File: config.mk
export PLATFORM = sky130hd
export DESIGN_NAME = bus_arbiter
export DESIGN_NICKNAME = d
export VERILOG_FILES = /design/src/rtl/bus_arbiter.sv
export SDC_FILE = /design/constraint.sdc
export NUM_CORES = 1
export LEC_CHECK = 0
export CAP_MARGIN = 20
export CORE_MARGIN = 3
export CORE_UTILIZATION = 32
export CTS_CLUSTER_DIAMETER = 30
export DETAILED_ROUTE_END_ITERATION = 7
export PLACE_DENSITY = 0.61
export SLEW_MARGIN = 10
export SYNTH_ARGS = -nofsm -noshare
export SYNTH_HDL_FRONTEND = slang
export SYNTH_SLANG_ARGS = --single-unit
File: constraint.sdc
create_clock -name clock -period 13.8 [get_ports clock]
set_clock_uncertainty 0.05 [all_clocks]
set_input_delay 2.76 -clock clock [delete_from_list [all_inputs] [get_ports clock]]
set_output_delay 2.76 -clock clock [all_outputs]
set_load 0.05 [all_outputs]
File: src/rtl/bus_arbiter.sv
// Round-robin arbiter for the shared internal bus: registered one-hot grant plus select code.
// Optional macro BUS_ARB_HOLD_LIMIT_EN forces rotation after MAX_HOLD cycles under contention.
module bus_arbiter #(
  parameter int NUM_SRC  = 24,
  parameter int SEL_W    = 5,
  parameter int IDLE_SEL = 31,
  parameter int MAX_HOLD = 4
) (
  input  logic               clock,
  input  logic               clear,
  input  logic [NUM_SRC-1:0] BusReq,
  input  logic               BusLock,
  output logic [NUM_SRC-1:0] BusGrant,
  output logic [SEL_W-1:0]   BusSelect,
  output logic               BusValid,
  output logic               BusOwnerChange
);

  // state | meaning
  // IDLE  | no owner, bus select parked on IDLE_SEL
  // GRANT | source 'last' owns the bus
  typedef enum logic {IDLE, GRANT} state_t;

  if (NUM_SRC < 2 || NUM_SRC > 31) begin : g_bad_num_src
    $error("bus_arbiter: NUM_SRC must be in 2..31");
  end
  if (MAX_HOLD < 1 || MAX_HOLD > 15) begin : g_bad_max_hold
    $error("bus_arbiter: MAX_HOLD must be in 1..15");
  end

  state_t             state;
  logic [SEL_W-1:0]   last;
  logic [NUM_SRC-1:0] cand;
  logic [SEL_W-1:0]   win;
  logic               found;
  logic [SEL_W:0]     sum;
  logic [SEL_W-1:0]   idx;
  logic               preempt;
  logic               keep;

  // The current owner is masked out, so in GRANT 'found' means another source is waiting.
  always_comb begin
    cand  = BusReq & ~BusGrant;
    win   = '0;
    found = 1'b0;
    sum   = '0;
    idx   = '0;
    for (int k = 1; k <= NUM_SRC; k++) begin
      sum = {1'b0, last} + (SEL_W+1)'(k);
      if (sum >= (SEL_W+1)'(NUM_SRC)) sum = sum - (SEL_W+1)'(NUM_SRC);
      idx = sum[SEL_W-1:0];
      if (!found && cand[idx]) begin
        found = 1'b1;
        win   = idx;
      end
    end
  end

`ifdef BUS_ARB_HOLD_LIMIT_EN
  logic [3:0] hold;
  assign preempt = (hold >= 4'(MAX_HOLD-1)) && found;
`else
  assign preempt = 1'b0;
`endif

  assign keep = BusLock || (BusReq[last] && !preempt);

  always_ff @(posedge clock) begin
    if (!clear) begin
      state          <= IDLE;
      last           <= SEL_W'(NUM_SRC-1);
      BusGrant       <= '0;
      BusSelect      <= SEL_W'(IDLE_SEL);
      BusValid       <= 1'b0;
      BusOwnerChange <= 1'b0;
`ifdef BUS_ARB_HOLD_LIMIT_EN
      hold           <= '0;
`endif
    end else begin
      BusOwnerChange <= 1'b0;
      case (state)
        IDLE: begin
          if (found) begin
            state          <= GRANT;
            last           <= win;
            BusGrant       <= NUM_SRC'(1) << win;
            BusSelect      <= win;
            BusValid       <= 1'b1;
            BusOwnerChange <= 1'b1;
`ifdef BUS_ARB_HOLD_LIMIT_EN
            hold           <= '0;
`endif
          end
        end
        GRANT: begin
          if (keep) begin
`ifdef BUS_ARB_HOLD_LIMIT_EN
            hold <= (hold == 4'd15) ? hold : hold + 4'd1;
`endif
          end else if (found) begin
            last           <= win;
            BusGrant       <= NUM_SRC'(1) << win;
            BusSelect      <= win;
            BusOwnerChange <= 1'b1;
`ifdef BUS_ARB_HOLD_LIMIT_EN
            hold           <= '0;
`endif
          end else begin
            state     <= IDLE;
            BusGrant  <= '0;
            BusSelect <= SEL_W'(IDLE_SEL);
            BusValid  <= 1'b0;
          end
        end
        default: state <= IDLE;
      endcase
    end
  end

  a_onehot: assert property (@(posedge clock) disable iff (!clear) $onehot0(BusGrant));
  a_valid:  assert property (@(posedge clock) disable iff (!clear) BusValid == (|BusGrant));
  a_select: assert property (@(posedge clock) disable iff (!clear)
                             BusValid |-> ((BusSelect < SEL_W'(NUM_SRC)) && BusGrant[BusSelect]));

endmodule

==> results.md <==
* Most used routing layer: met2
* Fraction of layout cells with a size suffix above 1 at 0.104
* Total Routed Length at 31100 µm
* Reg2reg path depth at 19
* CP Class: input port to flop
* H-tree level count at 2
* Final ANT Viol Nets at 0
* Setup TNS Final at 0 ns
* Initial core utilization at 0.331
* Post-DR wirelength/cell at 24.2 µm
* Outcome: finished with violations
* WHS at 0.419 ns
* Post-DP Area at 8110 µm²
* Cts bufs inserted at 5
* Global placement routability congestion at 1.00
* Largest net degree at the start of global routing at 61
* Total congestion overflow at 0
* Seq/Total Area, Yosys at 0.101
* Synth Register Bits at 37
* Via-to-Cell Ratio at 6.67
* FF-to-FF End: BusGrant[0]
* Synth top area share at 0.101
* Max_slew headroom at 0.269
* I/O pin count at 58
* First-pass GRT wire length at 46700 µm
* Fmax at 125 MHz
* Worst-Skew Late Latency at 0.29 ns
* Met1 Track Usage GR at 0.336
* Met2 usage at 0.377
* Total Routing Usage GR at 0.241
* CP Data Arrival Time at 8.11 ns
* Syn-to-layout area delta at 12.8%
* Root Buffer: clkbuf_16
* TritonRoute pass-1 iters at 8
* Filler Cell Count at 2350
* Failing checks: DRC
* Tmin final at 8.02 ns
* Async SR Flop Fraction at 0
* Die H at 157 µm
* RSZ-0062 raised after global routing: no
* Buffers on Ports at 57
* Syn Nets at 1033
* Top-count cell post-synth: nor2_1
* Cell taking the most area after synthesis: dfxtp_1
* Clk slew on worst S/H paths at 0.06 ns
* FF/Latch Area at 744 µm²
* Top fanout value on the critical path at 13
* Vias in the first global route at 7817
* Row cnt at 54
* CP required at 13.89 ns
* EDFF count, synth at 0
* Worst setup EP type: flop
* Setup WS post-layout at 5.78 ns
* Hold path cells at 2
* Final cell area excluding filler cells at 8280 µm²
* Top post-synthesis cells by area: dfxtp_1 10%, mux4_2 7.7%, a21oi_1 4.2%
* Post-synth design cell area at 7340 µm²
* Final nets at 1052
* Post-CTS setup buffer count at 0
* Core Region at 22200 µm²
* CTS Buffer Depth at 2
* Antenna Cells at 0
* Vias at 8548
* Pre-CTS WS at 5.33 ns
* # resized after CTS at 0
* Max-slew violations at 0
* Worst Hold Launch: BusValid
* Multi-input logic area at 6230 µm²
* FF-to-FF Start: last[2]
* Die X at 157 µm
* Startpoint types: input port
* Clk sink count at 37
* Initial antenna violation count at 0
* Synth cell count leaders: 76 x nor2_1, 71 x nand2_1, 62 x a21oi_1, 41 x o21ai_0, 39 x nand3_1
* Met3 Use GR at 0.0352
* Final Cycle Share at 0.581
* Final hold violations at 0
* Avg Cell Area, Syn at 7.48 µm²
* Number of max-cap violations at 0
* Worst Hold Class: flop to flop
* Hold buffers post-CTS at 0
* Worst Hold Path EP: BusValid
* Synth Flop Type: dfxtp_1
* DIE AREA at 24800 µm²
* Final setup fails at 0
* Yosys warnings at 0
* Unique masters post-synth at 90
* Synthesized instance count at 982
* Reg2reg setup slack at 6.65 ns
* Worst Max-Slew Pin Slew at 1.09 ns
* CTS tree: built
* Dpl hpwl at 23500 µm
* Residual DRC count at 3
* DR iter-0 viols at 912
-- worst max-delay path by stage --
stage               start            to  slack (ns)  depth (start not counted)
2_1_floorplan  BusReq[10]   BusGrant[4]        7.30                         14
3_3_place_gp   BusReq[19]  BusSelect[4]        5.39                         14
3_5_place_dp   BusReq[19]  BusSelect[4]        5.33                         14
4_1_cts        BusReq[19]  BusSelect[4]        5.60                         14
5_1_grt         BusReq[3]  BusSelect[4]        5.57                         14
6_report        BusReq[3]  BusSelect[4]        5.78                         14
-- cells in the final DEF (no fill, tap or decap), types with 25 or more instances in the layout --
| master | Yosys | final |
|---|---|---|
| nor2_1 | 76 | 76 |
| nand2_1 | 71 | 71 |
| a21oi_1 | 62 | 62 |
| clkdlybuf4s50_1 | 0 | 57 |
| o21ai_0 | 41 | 41 |
| nand3_1 | 39 | 39 |
| dfxtp_1 | 37 | 34 |
| xnor2_1 | 30 | 29 |
| nand3b_1 | 28 | 28 |
| mux4_2 | 25 | 25 |
| nor4_1 | 25 | 25 |
-- through the flow --
stage	util	instances
3_3_place_gp	0.366	1272
5_1_grt	0.374	1282
4_1_cts	0.373	1280
6_report	0.374	1282
3_5_place_dp	0.366	1272
2_1_floorplan	-	982
-- sequential cells by signal, summed over array words and instances (netlist names) --
| register | count |
|---|---|
| state | 1 |
| last | 5 |
| BusSelect | 5 |
| BusOwnerChange | 1 |
| BusValid | 1 |
| BusGrant | 24 |
-- layer usage --
layer | routed length (µm) | vias to the layer above | part of all wire
met5 | 0 | - | 0
met4 | 1160 | 0 | 0.037
li1 | - | 3900 | -
met3 | 2890 | 81 | 0.093
met2 | 13700 | 520 | 0.44
met1 | 13300 | 4047 | 0.43
-- layout make-up --
cell class,count,share of cell area
clock inverters,2,0.00468
inverters,20,0.00906
repair buffers,77,0.0864
flip-flops and latches,37,0.0899
multi-input cells,860,0.752
well taps,280,0.0423
clock buffers,6,0.0156
-- cell families after synthesis --
family | after synthesis | synth area share
AOI/OAI and AO/OA | 322 | 0.316
xor gates and xnor gates | 33 | 0.0394
adders and majority gates | 24 | 0.0409
buffers and inverters | 85 | 0.0515
DFF | 37 | 0.101
muxes | 50 | 0.112
and+or+nand+nor | 431 | 0.339
-- worst max-delay path, stage by stage --
cell and delay (ns):
clkdlybuf4s50_1 0.54, or3b_2 0.51, and4_1 0.22, nor4_1 0.91, a222oi_1 0.20, o21ai_2 0.30, or4_1 0.39, nor2_1 0.28
and3_1 0.25, a2111o_1 0.39, a211oi_1 0.44, a21oi_1 0.15, nor2_1 0.57, o21ai_0 0.19
Power is left out: the tool's default activity adds up to more than one toggle a clock period on the data nets, which glitch-free logic cannot reach.
